File: src/rtl/usb_sie_pkg.sv
`default_nettype none
// ============================================================================
// Module      : usb_sie_pkg
// Description : Shared types and constants for the USB SIE receive path:
//               line-state encoding, receive FSM states, counter sizing.
// Revision    : 1.0 - initial release
// ============================================================================
package usb_sie_pkg;

  // Classified line state. SE1 is folded into SE0 by line_class().
  localparam logic [1:0] LS_SE0 = 2'b00;
  localparam logic [1:0] LS_J   = 2'b01;
  localparam logic [1:0] LS_K   = 2'b10;

  // Receive FSM states
  typedef enum logic [2:0] {
    IDLE    = 3'd0,
    SYNC    = 3'd1,
    DATA    = 3'd2,
    EOP_CHK = 3'd3,
    ABORT   = 3'd4
  } rx_state_e;

  // Default run of decoded ones after which a stuffed zero is expected
  localparam int STUFF_LEN_DEFAULT = 6;

  // Width of the saturating run-length counters
  localparam int CNT_W = 8;

  // Map a raw D+/D- sample onto J, K or SE0 (SE1 treated as SE0)
  function automatic logic [1:0] line_class(input logic dp, input logic dm);
    logic [1:0] ls;
    ls = LS_SE0;
    if (dp && !dm) begin
      ls = LS_J;
    end else if (!dp && dm) begin
      ls = LS_K;
    end
    return ls;
  endfunction

endpackage : usb_sie_pkg
`default_nettype wire

File: src/rtl/usb_rx_nrzi_unstuff_nrzi_decoder.sv
`default_nettype none
// ============================================================================
// Module      : nrzi_decoder
// Description : Classifies the sampled line and NRZI-decodes J/K bits against
//               the previously seen J/K state. SE0 leaves the history alone.
// Revision    : 1.0 - initial release
// ============================================================================
module nrzi_decoder
  import usb_sie_pkg::*;
(
  input  logic       CLK,
  input  logic       RST,
  input  logic       BIT_EN,
  input  logic       dp_i,
  input  logic       dm_i,
  input  logic       force_j_i,   // reload history with J (packet exit)
  output logic       dbit_o,      // decoded bit, meaningful only for J/K
  output logic [1:0] line_cls_o   // LS_J / LS_K / LS_SE0
);

  logic [1:0] prev_line_q;
  logic [1:0] prev_line_d;

  // Classify the line, decode against history and compute the next history
  always_comb begin
    line_cls_o  = line_class(dp_i, dm_i);
    dbit_o      = (line_cls_o == prev_line_q);
    prev_line_d = prev_line_q;
    if (BIT_EN) begin
      if (force_j_i) begin
        prev_line_d = LS_J;
      end else if (line_cls_o != LS_SE0) begin
        prev_line_d = line_cls_o;
      end
    end
  end

  // Line history register; idle bus is J
  always_ff @(posedge CLK) begin
    if (RST) begin
      prev_line_q <= LS_J;
    end else begin
      prev_line_q <= prev_line_d;
    end
  end

endmodule : nrzi_decoder
`default_nettype wire

File: src/rtl/usb_rx_nrzi_unstuff.sv
`default_nettype none
// ============================================================================
// Module      : usb_rx_nrzi_unstuff
// Description : USB receive front end: SYNC detection, bit unstuffing, EOP
//               detection. Emits a qualified LSB-first serial stream with
//               SOP/EOP/RX_ERR pulses for the packet layer.
// Revision    : 1.0 - initial release
// ============================================================================
module usb_rx_nrzi_unstuff
  import usb_sie_pkg::*;
#(
  parameter int SYNC_MIN_ZEROS = 5,
  parameter int STUFF_LEN      = STUFF_LEN_DEFAULT,
  parameter int EOP_SE0_BITS   = 2
) (
  input  logic CLK,
  input  logic RST,
  input  logic BIT_EN,
  input  logic DP,
  input  logic DM,
  output logic SER_OP,
  output logic BIT_VALID,
  output logic SOP,
  output logic EOP,
  output logic RX_ERR,
  output logic ACTIVE
);

  localparam logic [CNT_W-1:0] SYNC_MIN_C  = CNT_W'(SYNC_MIN_ZEROS);
  localparam logic [CNT_W-1:0] STUFF_C     = CNT_W'(STUFF_LEN);
  localparam logic [CNT_W-1:0] EOP_SE0_C   = CNT_W'(EOP_SE0_BITS);
  localparam logic [CNT_W-1:0] CNT_MAX_C   = {CNT_W{1'b1}};
  localparam logic [3:0]       ABORT_J_LAST = 4'd7;

  logic       dbit;
  logic [1:0] line_cls;
  logic       force_j;

  rx_state_e        state_q, state_d;
  logic [CNT_W-1:0] zero_cnt_q, zero_cnt_d;
  logic [CNT_W-1:0] ones_cnt_q, ones_cnt_d;
  logic [CNT_W-1:0] se0_cnt_q, se0_cnt_d;
  logic [2:0]       bit_cnt_q, bit_cnt_d;
  logic [3:0]       abort_j_cnt_q, abort_j_cnt_d;
  logic             abort_se0_q, abort_se0_d;
  logic             ser_op_q, ser_op_d;
  logic             bit_valid_q, bit_valid_d;
  logic             sop_q, sop_d;
  logic             eop_q, eop_d;
  logic             rx_err_q, rx_err_d;
  logic             active_q, active_d;

  nrzi_decoder u_nrzi_decoder (
    .CLK        (CLK),
    .RST        (RST),
    .BIT_EN     (BIT_EN),
    .dp_i       (DP),
    .dm_i       (DM),
    .force_j_i  (force_j),
    .dbit_o     (dbit),
    .line_cls_o (line_cls)
  );

  // Next-state, counter and pulse logic; everything advances only on BIT_EN
  always_comb begin
    state_d       = state_q;
    zero_cnt_d    = zero_cnt_q;
    ones_cnt_d    = ones_cnt_q;
    se0_cnt_d     = se0_cnt_q;
    bit_cnt_d     = bit_cnt_q;
    abort_j_cnt_d = abort_j_cnt_q;
    abort_se0_d   = abort_se0_q;
    ser_op_d      = ser_op_q;
    active_d      = active_q;
    bit_valid_d   = 1'b0;
    sop_d         = 1'b0;
    eop_d         = 1'b0;
    rx_err_d      = 1'b0;
    force_j       = 1'b0;

    if (BIT_EN) begin
      unique case (state_q)
        IDLE: begin
          // The J->K edge that starts SYNC is itself the first zero
          if (line_cls == LS_K) begin
            state_d    = SYNC;
            zero_cnt_d = {{(CNT_W-1){1'b0}}, 1'b1};
          end
        end

        SYNC: begin
          if (line_cls == LS_SE0) begin
            state_d = IDLE;
          end else if (!dbit) begin
            if (zero_cnt_q != CNT_MAX_C) begin
              zero_cnt_d = zero_cnt_q + 1'b1;
            end
          end else if (zero_cnt_q >= SYNC_MIN_C) begin
            // SYNC's closing one is the first of any stuffing run
            state_d    = DATA;
            sop_d      = 1'b1;
            active_d   = 1'b1;
            ones_cnt_d = {{(CNT_W-1){1'b0}}, 1'b1};
            bit_cnt_d  = 3'd0;
          end else begin
            state_d = IDLE;
          end
        end

        DATA: begin
          if (line_cls == LS_SE0) begin
            state_d   = EOP_CHK;
            se0_cnt_d = {{(CNT_W-1){1'b0}}, 1'b1};
          end else if (ones_cnt_q == STUFF_C) begin
            if (!dbit) begin
              ones_cnt_d = '0;
            end else begin
              rx_err_d      = 1'b1;
              active_d      = 1'b0;
              state_d       = ABORT;
              abort_se0_d   = 1'b0;
              abort_j_cnt_d = 4'd0;
            end
          end else begin
            ser_op_d    = dbit;
            bit_valid_d = 1'b1;
            bit_cnt_d   = bit_cnt_q + 3'd1;
            ones_cnt_d  = dbit ? (ones_cnt_q + 1'b1) : '0;
          end
        end

        EOP_CHK: begin
          if (line_cls == LS_SE0) begin
            if (se0_cnt_q != CNT_MAX_C) begin
              se0_cnt_d = se0_cnt_q + 1'b1;
            end
          end else if ((line_cls == LS_J) && (se0_cnt_q >= EOP_SE0_C)) begin
            state_d  = IDLE;
            active_d = 1'b0;
            eop_d    = 1'b1;
            rx_err_d = (bit_cnt_q != 3'd0);
            force_j  = 1'b1;
          end else begin
            state_d       = ABORT;
            active_d      = 1'b0;
            rx_err_d      = 1'b1;
            force_j       = 1'b1;
            abort_se0_d   = 1'b0;
            abort_j_cnt_d = 4'd0;
          end
        end

        ABORT: begin
          // Recover on SE0 followed by J, or on eight consecutive J bits
          if (line_cls == LS_SE0) begin
            abort_se0_d   = 1'b1;
            abort_j_cnt_d = 4'd0;
          end else if (line_cls == LS_J) begin
            if (abort_se0_q || (abort_j_cnt_q == ABORT_J_LAST)) begin
              state_d       = IDLE;
              force_j       = 1'b1;
              abort_se0_d   = 1'b0;
              abort_j_cnt_d = 4'd0;
            end else begin
              abort_j_cnt_d = abort_j_cnt_q + 4'd1;
            end
          end else begin
            abort_se0_d   = 1'b0;
            abort_j_cnt_d = 4'd0;
          end
        end

        default: begin
          state_d = IDLE;
        end
      endcase
    end
  end

  // State, counters and registered outputs
  always_ff @(posedge CLK) begin
    if (RST) begin
      state_q       <= IDLE;
      zero_cnt_q    <= '0;
      ones_cnt_q    <= '0;
      se0_cnt_q     <= '0;
      bit_cnt_q     <= 3'd0;
      abort_j_cnt_q <= 4'd0;
      abort_se0_q   <= 1'b0;
      ser_op_q      <= 1'b0;
      bit_valid_q   <= 1'b0;
      sop_q         <= 1'b0;
      eop_q         <= 1'b0;
      rx_err_q      <= 1'b0;
      active_q      <= 1'b0;
    end else begin
      state_q       <= state_d;
      zero_cnt_q    <= zero_cnt_d;
      ones_cnt_q    <= ones_cnt_d;
      se0_cnt_q     <= se0_cnt_d;
      bit_cnt_q     <= bit_cnt_d;
      abort_j_cnt_q <= abort_j_cnt_d;
      abort_se0_q   <= abort_se0_d;
      ser_op_q      <= ser_op_d;
      bit_valid_q   <= bit_valid_d;
      sop_q         <= sop_d;
      eop_q         <= eop_d;
      rx_err_q      <= rx_err_d;
      active_q      <= active_d;
    end
  end

  assign SER_OP    = ser_op_q;
  assign BIT_VALID = bit_valid_q;
  assign SOP       = sop_q;
  assign EOP       = eop_q;
  assign RX_ERR    = rx_err_q;
  assign ACTIVE    = active_q;

endmodule : usb_rx_nrzi_unstuff
`default_nettype wire
File: config.mk
export PLATFORM = sky130hd
export DESIGN_NAME = usb_rx_nrzi_unstuff
export DESIGN_NICKNAME = d
export VERILOG_FILES = /design/src/rtl/usb_sie_pkg.sv /design/src/rtl/usb_rx_nrzi_unstuff_nrzi_decoder.sv /design/src/rtl/usb_rx_nrzi_unstuff.sv
export SDC_FILE = /design/constraint.sdc
export NUM_CORES = 1
export LEC_CHECK = 0
export CAP_MARGIN = 15
export CELL_PAD_IN_SITES_DETAIL_PLACEMENT = 1
export CELL_PAD_IN_SITES_GLOBAL_PLACEMENT = 2
export CORE_UTILIZATION = 26
export DETAILED_ROUTE_END_ITERATION = 10
export GPL_ROUTABILITY_DRIVEN = 1
export PLACE_DENSITY_LB_ADDON = 0.1
export SYNTH_ARGS = -nofsm -noshare
export SYNTH_HDL_FRONTEND = slang
export SYNTH_SLANG_ARGS = --single-unit
File: constraint.sdc
create_clock -name CLK -period 2.59 [get_ports CLK]
set_input_delay 0.3885 -clock CLK [delete_from_list [all_inputs] [get_ports CLK]]
set_output_delay 0.3885 -clock CLK [all_outputs]
set_load 0.02 [all_outputs]
==> summary.md <==
| Metric | Value |
|---|---|
| H-Tree Depth | 2 |
| CP Launch Type | input port |
| Detail Route Antenna Nets | 0 |
| Status | completed |
| Worst-margin pin slew | between 600 and 700 ps |
| Die ar. | roughly 0.011 mm^2 |
| Synth unique cells | between 60 and 70 |
| CTS sink cnt | 43 |
| R2r setup slk | 450 ps |
| Power Dens Cells | 434 mW/mm^2 |
| CTS Hold Buffers Added | 0 |
| Worst R2R Start | zero_cnt_q[0]$_SDFFE_PP0P_ |
| CTS Buffer Depth | 2 |
| Crit-path cells | clkdlybuf4s50_1 > inv_1 > ha_1 > buf_4 > nor3b_2 > o21ai_1 > or4_1 > a21oi_1 |
| Mux share of post-synthesis cell area | 0.00763 |
| Remaining global-route overflow | 0 |
| Fraction of the mapped netlist area in simple logic gates | 0.305 |
| Total GRT Usage | 0.162 |
| Peak supply drop | ~190 uV |
| Worst path max stage delay | 530 ps |
| Main combinational cell family by area after synthesis | simple AND/OR/NAND/NOR gates |
| Mapped cell area | ~0.0028 mm^2 |
| Hold depth | 2 |
| Leakage Power | 1.15 nW |
| Die height | 106 um |
| Slew Limit Headroom | 0.559 |
| Starting Density | 0.269 |
| Commonest cells after routing, fill and taps aside | dfxtp_1, buf_4, nand2_1, nor2_1, a21oi_1 |
| Std-Cell Rows | 37 |
| Placed Cells | 493 |
| CTS root buffer | clkbuf_8 |
| IO Count | 11 |
| Synth Register Bits | between 40 and 50 |
| R2r endpoint | ones_cnt_q[3]$_SDFFE_PP0P_ |
| Final setup viols | 0 |
| Maxcap violations | 0 |
| Filler Cell Count | 1251 |
| Non-filler cells, final | 501 |
| Max Clk Rate | 431 MHz |
| Period minus WS final | 2320 ps |
| Post-CTS Setup Bufs | 0 |
| Warnings from Yosys | 0 |
| CP Max Fanout | 9 |
| Avg Cell Area, Syn | 8.50 um^2 |
| Yosys top cell area share | 0.309 |
| Share of cells above drive strength 1 | 0.178 |
| Gpl congestion | 0.756 |
| Number of global-route vias before repair | between 2000 and 3000 |
| Net Count, Synth | 346 |
| Synth Area in Compound Gates | 0.238 |
| Largest net degree at the start of global routing | 16 |
| Post-synth top area cell | dfxtp_1 |
| Post-DP HPWL | between 6 and 7 mm |
| Clock slew at reported path FFs | 90 ps |
| Total CTS buffers | 5 |
| WP data arrival | 2560 ps |
| CP Class | in2reg |
| EDFF count, synth | 0 |
| Slowest stage cell, crit path | or4_1 |
| Worst hold endpoint | zero_cnt_q[1]$_SDFFE_PP0P_ |
| Commonest non-fill, non-tap cell in the layout | dfxtp_1 |
| XOR/XNOR Fraction of Synth Area | 0.0368 |
| Register area share after synthesis | 0.309 |
| Clk Latency, worst-skew pair | 310 ps |
| Wire per inst | 16.7 um |
| Setup tns final | 0 ps |
| Asr flop ratio synth | 0 |
| Diode count | 0 |
| Final Hold Fails | 0 |
| Vias/cell | 5.22 |
| Synthesized instance count | 328 |
| Layout Skew | 9.39 ps |
| Crit end category | flip-flop |
| Die width | ~110 um |
| Drt first pass iters | 4 |
| Top_reg_cell synth | dfxtp_1 |
| R2R cell count | 7 |
| Slew Viols, Final | 0 |
| Top cells by area, synth | dfxtp_1, ha_1, nand2_1, a21oi_1, nor2_1 |
| Worst Min Path Start | zero_cnt_q[1]$_SDFFE_PP0P_ |
| HP Class | reg2reg |
| Total Wirelength | 8.38 mm |
| Starting DRT DRC Count | 70 |
| Worst endpoint required time | roughly 2800 ps |
| First-pass GRT wire length | 14.3 mm |
| Port bufs | 10 |
| Area grow syn2layout | 19.6% |
| Tcrit/Tclk final | 0.895 |
| Layout Nets | 382 |
| RSZ-0062 raised after global routing | no |
| Drt drc | 0 |
| Area share of fa/ha/maj cells after synthesis | 0.0583 |
| Post_cts resized | 0 |
| Core Util, Final | 0.322 |
| Tot Pwr | 1.45 mW |
| Core ar. | 0.0104 mm^2 |
| Routed via count | 2613 |
| CTS tree | built |
| Antenna violations before repair | 0 |
## critical path, delay by kind of cell
kind | cells | cell delay, ps
AOI/OAI and AO/OA | 2 | 400
adders and majority gates | 1 | 360
buffers and inverters | 3 | 700
and+or+nand+nor | 2 | 720
## layer usage
| metal | global-route usage | vias up | wire [um] |
|---|---|---|---|
| met5 | 0 | - | 0 |
| met4 | 0.0298 | 0 | 64 |
| met3 | 0.0241 | 5 | 104 |
| met2 | 0.270 | 14 | 4000 |
| met1 | 0.223 | 1290 | 4210 |
| li1 | - | 1304 | - |
## sequential cells by signal (all words and copies together) (netlist names), 2 cells and up
register and cells:
abort_j_cnt_q 4, bit_cnt_q 3, ones_cnt_q 8, zero_cnt_q 8, se0_cnt_q 8, state_q 3
u_nrzi_decoder.prev_line_q 2
## worst max path at each step
stage / startpoint / end / slack [ps] / cells after the start
2_1_floorplan: DP / ACTIVE$_SDFFE_PP0P_ / 620 / 7
3_3_place_gp: DP / ACTIVE$_SDFFE_PP0P_ / -20 / 8
3_5_place_dp: DP / ones_cnt_q[3]$_SDFFE_PP0P_ / -60 / 8
4_1_cts: DP / ones_cnt_q[3]$_SDFFE_PP0P_ / 240 / 8
5_1_grt: DP / ones_cnt_q[6]$_SDFFE_PP0P_ / 110 / 8
6_report: DP / ones_cnt_q[3]$_SDFFE_PP0P_ / 270 / 8
## final cells by class
class / instances / area [um^2] / share of cell area
clock inverter: 3 / 43.8 / 0.0131
multi-input combinational: 259 / 1800 / 0.540
clock buffer: 5 / 68.8 / 0.0206
sequential: 43 / 861 / 0.258
tap: 136 / 170 / 0.0510
inverter: 13 / 48.8 / 0.0146
timing repair buffer: 42 / 340 / 0.102
## kinds of logic (layout without fill, tap and decap cells)
family                   after synthesis  count (layout)
buffers and inverters                 26              63
multiplexers                           2               2
flip-flops                            43              43
adder cells (fa/ha/maj)               13              13
AO/OA/AOI/OAI                         87              87
XOR/XNOR                              10              10
AND/OR/NAND/NOR                      147             147
## report_power, final
| group | internal [mW] | total, mW | switching [mW] |
|---|---|---|---|
| Sequential | 0.666 | 0.678 | 0.0124 |
| Combinational | 0.0850 | 0.206 | 0.121 |
| Clock | 0.288 | 0.563 | 0.275 |
## per-stage QoR
step | hold slack [ps] | worst slack (ps) | instance area, um^2
after floorplan | 462 | 623 | 2790
after global placement | 485 | -21.4 | 3220
after detailed placement | 501 | -59.4 | 3220
after CTS | 517 | 245 | 3330
after global routing | 535 | 114 | 3330
final | 510 | 271 | 3330
## synth_stat cells (3+ instances only)
master     count
nand2_1       29
a21o_1         3
nor3_1        15
inv_1         11
o21ai_0        8
buf_4          4
xnor2_1        4
ha_1          13
nand2b_1       6
or3_1          5
buf_2          4
o21a_1         3
xor2_1         4
nand4_1        8
o2111ai_1      3
o31ai_1        6
o311ai_0       4
and2_1         4
a21oi_1       21
clkbuf_1       4
nor3b_1        3
a211oi_1       4
nor4_1         7
or4_1          4
nor2_1        23
nand3_1       15
dfxtp_1       43
nor2b_1        9
o21ai_1        7
and4_1         3
Power figures use the tool's default switching activity.
